[config.mk]
export PLATFORM = sky130hd
export DESIGN_NAME = pipelined_cla_addsub
export DESIGN_NICKNAME = d
export VERILOG_FILES = /design/src/rtl/mult_booth_pkg.sv /design/src/rtl/cla_block.sv /design/src/rtl/pipelined_cla_addsub.sv
export SDC_FILE = /design/constraint.sdc
export NUM_CORES = 1
export LEC_CHECK = 0
export CAP_MARGIN = 40
export CORE_MARGIN = 3
export CORE_UTILIZATION = 50
export CTS_CLUSTER_DIAMETER = 60
export DETAILED_ROUTE_END_ITERATION = 7
export GPL_TIMING_DRIVEN = 0
export PLACE_DENSITY_LB_ADDON = 0.15
export SLEW_MARGIN = 25
export SYNTH_ARGS = -nofsm -noshare
export SYNTH_HDL_FRONTEND = slang
export SYNTH_SLANG_ARGS = --single-unit
[constraint.sdc]
create_clock -name i_clk -period 6.15 [get_ports i_clk]
set_clock_uncertainty 0.2 [all_clocks]
set_input_delay 1.23 -clock i_clk [delete_from_list [all_inputs] [get_ports i_clk]]
set_output_delay 1.23 -clock i_clk [all_outputs]
set_load 0.01 [all_outputs]
[src/rtl/mult_booth_pkg.sv]
// Shared types and elaboration-time helpers for the pipelined carry-lookahead adder/subtractor.
// The helpers size each pipeline stage's slice and locate its bits in the flat skew registers.
package mult_booth_pkg;

    typedef enum logic {
        OP_ADD = 1'b0,
        OP_SUB = 1'b1
    } op_e;

    function automatic int ceil_div(input int num, input int den);
        return (num + den - 1) / den;
    endfunction

    // Exclusive upper bit index of stage k's slice; the final slice is clipped to dw.
    function automatic int slice_hi(input int dw, input int bw, input int k);
        return ((k + 1) * bw < dw) ? (k + 1) * bw : dw;
    endfunction

    function automatic int slice_width(input int dw, input int bw, input int k);
        return slice_hi(dw, bw, k) - k * bw;
    endfunction

    // After stage k the pipeline holds sum bits [slice_hi-1:0] and operand bits [dw-1:slice_hi];
    // these return where stage k's share starts in the concatenation of all stages.
    function automatic int sum_offset(input int dw, input int bw, input int k);
        int off;
        off = 0;
        for (int j = 0; j < k; j++) begin
            off += slice_hi(dw, bw, j);
        end
        return off;
    endfunction

    function automatic int opd_offset(input int dw, input int bw, input int k);
        int off;
        off = 0;
        for (int j = 0; j < k; j++) begin
            off += dw - slice_hi(dw, bw, j);
        end
        return off;
    endfunction

endpackage

[src/rtl/cla_block.sv]
// Combinational carry-lookahead slice: every internal carry is a flat sum of products of the
// slice's generate/propagate terms and cin, so no carry ripples through the slice.
module cla_block #(
    parameter int WIDTH = 4
) (
    input  logic [WIDTH-1:0] a,
    input  logic [WIDTH-1:0] b,
    input  logic             cin,
    output logic [WIDTH-1:0] sum,
    output logic             cout,
    output logic             c_msb_in
);

    logic [WIDTH-1:0] p;
    logic [WIDTH-1:0] g;
    logic [WIDTH:0]   c;

    assign p = a ^ b;
    assign g = a & b;

    // c[i] = (cin & p[0..i-1]) | OR over j<i of (g[j] & p[j+1..i-1])
    always_comb begin
        logic term;
        logic acc;
        // NOTE: combinational temporaries use blocking '=' so each statement sees the value
        // just computed; non-blocking here would read stale values and simulate wrongly.
        c = '0;
        for (int i = 0; i <= WIDTH; i++) begin
            term = cin;
            for (int m = 0; m < i; m++) begin
                term = term & p[m];
            end
            acc = term;
            for (int j = 0; j < i; j++) begin
                term = g[j];
                for (int m = j + 1; m < i; m++) begin
                    term = term & p[m];
                end
                acc = acc | term;
            end
            c[i] = acc;
        end
    end

    assign sum      = p ^ c[WIDTH-1:0];
    assign cout     = c[WIDTH];
    assign c_msb_in = c[WIDTH-1];

endmodule

[src/rtl/pipelined_cla_addsub.sv]
// Pipelined carry-lookahead adder/subtractor: one lookahead slice per stage, with operands and
// partial sums skewed so every bit of a transaction reaches the output stage together.
module pipelined_cla_addsub
    import mult_booth_pkg::*;
#(
    parameter int DATA_WIDTH  = 16,
    parameter int BLOCK_WIDTH = 4
) (
    input  logic                  i_clk,
    input  logic                  i_rst,
    input  logic                  i_valid,
    output logic                  o_ready,
    input  logic [DATA_WIDTH-1:0] iv_a,
    input  logic [DATA_WIDTH-1:0] iv_b,
    input  logic                  i_cin,
    input  logic                  i_sub,
    output logic                  o_valid,
    input  logic                  i_ready,
    output logic [DATA_WIDTH-1:0] ov_sum,
    output logic                  o_cout,
    output logic                  o_ovf
);

    localparam int NUM_STAGES = ceil_div(DATA_WIDTH, BLOCK_WIDTH);
    localparam int SUM_BITS   = sum_offset(DATA_WIDTH, BLOCK_WIDTH, NUM_STAGES);
    localparam int OPD_RAW    = opd_offset(DATA_WIDTH, BLOCK_WIDTH, NUM_STAGES);
    localparam int OPD_BITS   = (OPD_RAW > 0) ? OPD_RAW : 1;
    localparam int LAST_SO    = sum_offset(DATA_WIDTH, BLOCK_WIDTH, NUM_STAGES - 1);

    if (DATA_WIDTH < 2 || BLOCK_WIDTH < 1 || BLOCK_WIDTH > DATA_WIDTH) begin : g_bad_params
        $error("pipelined_cla_addsub: illegal DATA_WIDTH/BLOCK_WIDTH combination");
    end

    logic                  en;
    logic                  c0;
    logic [DATA_WIDTH-1:0] b_mod;

    logic [NUM_STAGES-1:0] valid_q;
    logic [NUM_STAGES-1:0] carry_q;
    logic [SUM_BITS-1:0]   sum_q;
    logic [OPD_BITS-1:0]   a_q;
    logic [OPD_BITS-1:0]   b_q;
    logic                  ovf_q;

    // The whole pipeline advances together; only a full, unconsumed output stage stalls it.
    assign en      = ~valid_q[NUM_STAGES-1] | i_ready;
    assign o_ready = en;

    // Subtraction is A + ~B + ~borrow, so one adder serves both modes.
    assign b_mod = (op_e'(i_sub) == OP_SUB) ? ~iv_b : iv_b;
    assign c0    = (op_e'(i_sub) == OP_SUB) ? ~i_cin : i_cin;

    if (OPD_RAW == 0) begin : g_no_skew
        logic unused_opd;
        assign a_q        = '0;
        assign b_q        = '0;
        assign unused_opd = ^{a_q, b_q};
    end

    for (genvar k = 0; k < NUM_STAGES; k++) begin : g_stage
        localparam int LO = k * BLOCK_WIDTH;
        localparam int W  = slice_width(DATA_WIDTH, BLOCK_WIDTH, k);
        localparam int HI = LO + W;
        localparam int SO = sum_offset(DATA_WIDTH, BLOCK_WIDTH, k);
        localparam int UW = DATA_WIDTH - HI;
        localparam int UO = opd_offset(DATA_WIDTH, BLOCK_WIDTH, k);

        logic [W-1:0]  a_s;
        logic [W-1:0]  b_s;
        logic [W-1:0]  s_s;
        logic          c_in;
        logic          c_out;
        logic          c_msb;
        logic          v_in;
        logic [HI-1:0] sum_next;

        if (k == 0) begin : g_head
            assign a_s      = iv_a[HI-1:0];
            assign b_s      = b_mod[HI-1:0];
            assign c_in     = c0;
            assign v_in     = i_valid;
            assign sum_next = s_s;
        end else begin : g_body
            localparam int PUO = opd_offset(DATA_WIDTH, BLOCK_WIDTH, k - 1);
            localparam int PSO = sum_offset(DATA_WIDTH, BLOCK_WIDTH, k - 1);
            assign a_s      = a_q[PUO +: W];
            assign b_s      = b_q[PUO +: W];
            assign c_in     = carry_q[k-1];
            assign v_in     = valid_q[k-1];
            assign sum_next = {s_s, sum_q[PSO +: LO]};
        end

        cla_block #(
            .WIDTH(W)
        ) u_cla (
            .a       (a_s),
            .b       (b_s),
            .cin     (c_in),
            .sum     (s_s),
            .cout    (c_out),
            .c_msb_in(c_msb)
        );

        // Data registers load only for valid items, so bubbles leave the last result in place.
        always_ff @(posedge i_clk) begin
            // NOTE: state registers use non-blocking '<=' so every stage samples the values
            // its neighbour held before this edge, which is what makes the shift work.
            if (i_rst) begin
                valid_q[k]      <= 1'b0;
                carry_q[k]      <= 1'b0;
                sum_q[SO +: HI] <= '0;
            end else if (en) begin
                valid_q[k] <= v_in;
                if (v_in) begin
                    carry_q[k]      <= c_out;
                    sum_q[SO +: HI] <= sum_next;
                end
            end
        end

        // Operand bits above this slice wait here for the later stages that consume them.
        if (UW > 0) begin : g_fwd
            logic [UW-1:0] a_up;
            logic [UW-1:0] b_up;

            if (k == 0) begin : g_src_port
                assign a_up = iv_a[DATA_WIDTH-1:HI];
                assign b_up = b_mod[DATA_WIDTH-1:HI];
            end else begin : g_src_reg
                localparam int PUO = opd_offset(DATA_WIDTH, BLOCK_WIDTH, k - 1);
                assign a_up = a_q[PUO + W +: UW];
                assign b_up = b_q[PUO + W +: UW];
            end

            always_ff @(posedge i_clk) begin
                if (i_rst) begin
                    a_q[UO +: UW] <= '0;
                    b_q[UO +: UW] <= '0;
                end else if (en && v_in) begin
                    a_q[UO +: UW] <= a_up;
                    b_q[UO +: UW] <= b_up;
                end
            end
        end

        if (k == NUM_STAGES - 1) begin : g_ovf
            // Signed overflow: carry into the word's MSB disagrees with the carry out of it.
            always_ff @(posedge i_clk) begin
                if (i_rst) begin
                    ovf_q <= 1'b0;
                end else if (en && v_in) begin
                    ovf_q <= c_msb ^ c_out;
                end
            end
        end else begin : g_mid
            logic unused_c_msb;
            assign unused_c_msb = c_msb;
        end
    end

    assign o_valid = valid_q[NUM_STAGES-1];
    assign ov_sum  = sum_q[LAST_SO +: DATA_WIDTH];
    assign o_cout  = carry_q[NUM_STAGES-1];
    assign o_ovf   = ovf_q;

endmodule

==> results of run 1 <==
## metrics by stage
| stage | setup WS, ns | instance area (µm²) | hold slack (ns) |
|---|---|---|---|
| finish | 1.923 | 5454 | 0.2673 |
| detailed placement | 1.924 | 5273 | 0.2518 |
| global placement | 1.932 | 5273 | 0.2472 |
| floorplan | 3.046 | 4587 | 0.2403 |
| CTS | 1.918 | 5454 | 0.2656 |
| global route | 1.859 | 5454 | 0.2859 |
## sequential cells by signal, summed over array words and instances, names as in the netlist, 3 cells and up
name	count
a_q	20
b_q	20
g_stage.a_s	4
g_stage.b_s	4
g_stage.c_in	3
g_stage.sum_next	24
g_stage.v_in	3
ov_sum	16
## cells by family (layout without fill, tap and decap cells)
logic type,after synthesis,after routing,synth area share [%]
buffers and inverters,61,132,7.256
AND/OR/NAND/NOR,109,109,12.55
flip-flops,97,97,42.33
AO/OA/AOI/OAI,213,213,26.65
XOR/XNOR,21,21,4.010
adder cells (fa/ha/maj),24,24,7.201
## cells in the mapped netlist (3+ instances only)
master | number | area share [%]
o21ai_0 | 65 | 7.1
buf_1 | 7 | 0.57
a21oi_1 | 90 | 9.8
or2_2 | 3 | 0.41
fa_1 | 4 | 1.7
o21ai_1 | 8 | 0.87
a211oi_1 | 20 | 3.3
nand3_1 | 65 | 7.1
nand4b_1 | 8 | 1.5
o211a_1 | 4 | 0.87
buf_2 | 12 | 1.3
dfxtp_1 | 97 | 42
nor3_1 | 4 | 0.44
ha_1 | 20 | 5.5
xnor2_1 | 16 | 3.1
nor2_1 | 12 | 0.98
nand2_1 | 7 | 0.57
buf_6 | 8 | 2.0
clkbuf_1 | 19 | 1.6
a21o_1 | 4 | 0.65
nor2b_1 | 4 | 0.55
o221ai_1 | 4 | 0.76
inv_1 | 6 | 0.49
o21a_1 | 4 | 0.65
o2111ai_1 | 8 | 1.5
o311ai_1 | 4 | 0.76
nand2b_1 | 4 | 0.55
xor2_1 | 5 | 0.95
buf_4 | 6 | 0.98
## power by group
| part | switching (mW) | internal, mW |
|---|---|---|
| registers | 0.0160 | 0.652 |
| clock network | 0.237 | 0.160 |
| logic | 0.0837 | 0.0718 |
| total | 0.336 | 0.885 |
## metal layers
metal | GRT usage, % | up-vias | share of wire, % | wire length [µm]
li1 | - | 2047 | - | -
met1 | 31.37 | 1923 | 43 | 5287
met2 | 40.90 | 171 | 47 | 5764
met3 | 2.686 | 29 | 6.2 | 754
met4 | 12.58 | 0 | 3.1 | 376
met5 | 0 | - | 0 | 0
## path summary, 6_finish.rpt
| check | end | slack [ns] | cells past startpoint |
|---|---|---|---|
| max | o_ready | 1.92 | 6 |
| max reg2reg | g_stage[2].sum_next[7] | 4.25 | 5 |
| min | a_q[19] | 0.27 | 2 |
| min reg2reg | a_q[19] | 0.27 | 2 |
## tightest hold or removal path, cell delays in order, from the launching register on
cell	delay (ns)
dfxtp_1	0.32
nand3_1	0.06
a21oi_1	0.05
## layout make-up
class	count	area share [%]
plain buffers	53	5.460
clock buffers	11	2.592
clock inverters	5	0.7341
inverters	8	0.6423
multi-input cells	367	42.40
flip-flops and latches	97	35.60
well taps	108	2.478
repair buffers	55	10.09
==> results.md, run 1 <==
• **Post-Syn Nets** 587
• **final HPWL from detailed placement** 9.187 mm
• **max incr delay on CP** 0.57 ns
• **critical path launch point type** input port
• **share of final-layout standard cells stronger than drive strength 1** 8.221%
• **cell repeated most along the worst path** clkdlybuf4s50_1
• **area of combinational cells with multiple inputs** 2312 µm²
• **share of the core filled with cells in the final layout** 61.94%
• **slew margin rel.** 58.83%
• **global-route wire length before repair** 19.67 mm
• **number of library cell types mapped by synthesis** 36
• **worst hold-check path type** reg -> reg
• **class of the most critical setup path** in -> out
• **CTS tree** yes
• **maximum buffer depth of the clock tree** 2
• **most frequent standard cell in the layout excluding fill and tap cells** dfxtp_1
• **f_max** 236.6 MHz
• **Antenna Diode Count** 0
• **sequential share of the synthesized area** 42.33%
• **H-Tree Level Count** 3
• **storage element area** 1942 µm²
• **final number of hold-violating endpoints** 0
• **Final nets** 653
• **status** finished, final reports clean
• **async set-or-reset flop fraction in the synthesized netlist** 0%
• **x dimension of the die** 101.8 µm
• **layout overhead on the synthesized area** 18.90%
• **slew at the pin closest to its max-slew limit** 0.6176 ns
• **Tot GR Track Use** 24.53%
• **Critical Path Fanout Max** 10
• **endpoint type of the worst setup path** output pin
• **gr ovfl total** 0
• **via density per instance** 5.923
• **Power Density** 223.9 nW/µm²
• **final RePlAce weighted congestion** 0.8607
• **maximum capacitance violations** 0
• **ordered cell list for the critical path** clkdlybuf4s50_1 -> nor2b_4 -> buf_6 -> inv_6 -> buf_2 -> clkdlybuf4s50_1
• **unrepaired setup endpoints after global routing** no
• **clock buffer count from CTS** 9
• **quantity of gates resized following cts** 0
• **total DRC errors in the routed layout** 0
• **count of boundary I/O pins** 58
• **Post-synth EDFFs** 0
• **root buffer cell** clkbuf_8
• **Setup crit start** i_ready
• **Largest delay share family, worst path** buffers and inverters
• **standard-cell rows** 34
• **count of antenna-violating nets left after detailed routing** 0
• **number of antenna violations at the first check in global routing** 0
• **overall die area** 10,360 µm²
• **count of buffers added by post-CTS timing repair for setup** 0
• **leakage** 2.010 nW
• **Peak VDD IR** 0.1133 mV
• **Routed WL** 12.18 mm
• **primary flip-flop cell chosen by synthesis mapping** dfxtp_1
• **WP data arrival** 2.80 ns
• **total power after layout** 1.221 mW
• **detailed-router iteration count before antenna repair** 5
• **core footprint** 8806 µm²
• **WP data required** 4.72 ns
• **clock insertion delay at the later pin of the skew report** 0.38 ns
• **final sum of negative setup slack** 0 ns
• **setup violation total in the final timing report** 0
• **Hold Path Origin** a_q[11]
• **Ys Warns** 0
• **count of final max-slew check failures** 0
• **routed vias** 4,170
• **effective utilization at floorplan** 52.09%
• **syn_area_per_cell** 8.737 µm²
• **startpoint of the worst-slack reg-to-reg timing path** a_q[0]
• **vias in the first global route** 4,014
• **slowest stage cell, crit path** clkdlybuf4s50_1
• **Die Y** 101.8 µm
• **Post-Layout Cell Count** 704
• **Worst Path Buf+Inv** 5
• **fin crit share** 68.74%
• **CTS clock-pin slew for the worst setup and hold paths** 0.10 ns
• **average wire per standard cell** 17.31 µm
• **Post-Synthesis Cell Area** 4587 µm²
• **most frequent cells in the layout** 97 x dfxtp_1, 90 x a21oi_1, 65 x o21ai_0, 65 x nand3_1, 55 x clkdlybuf4s50_1
• **cell total after placement** 688
• **Period minus WS final** 4.227 ns
• **initial drt markers** 190
• **clock sinks** 97
• **# fillers** 789
• **synthesized flop and latch total** 97
• **synthesized instance count** 525
• **number of buffer cells added on primary ports** 55
• **largest net degree at the start of global routing** 17
• **CTS Hold Bufs** 0
Note: power is estimated with default switching activity, not from simulation.
==> run 2, diff against run 1 <==
clock period = 4.1 ns   (was 6.15 ns; I/O delays follow)
==> results of run 2 <==
Same layout as run 1 (identical final DEF). Status: finished, final reports clean.
Main changes from that run: setup slack after placement 1.924 ns -> 0.6944 ns; setup slack after layout 1.923 ns -> 0.6927 ns; register-to-register setup slack 4.25 ns -> 2.20 ns; total power 1.221 mW -> 1.831 mW; worst IR drop on VDD 0.1133 mV -> 0.1699 mV
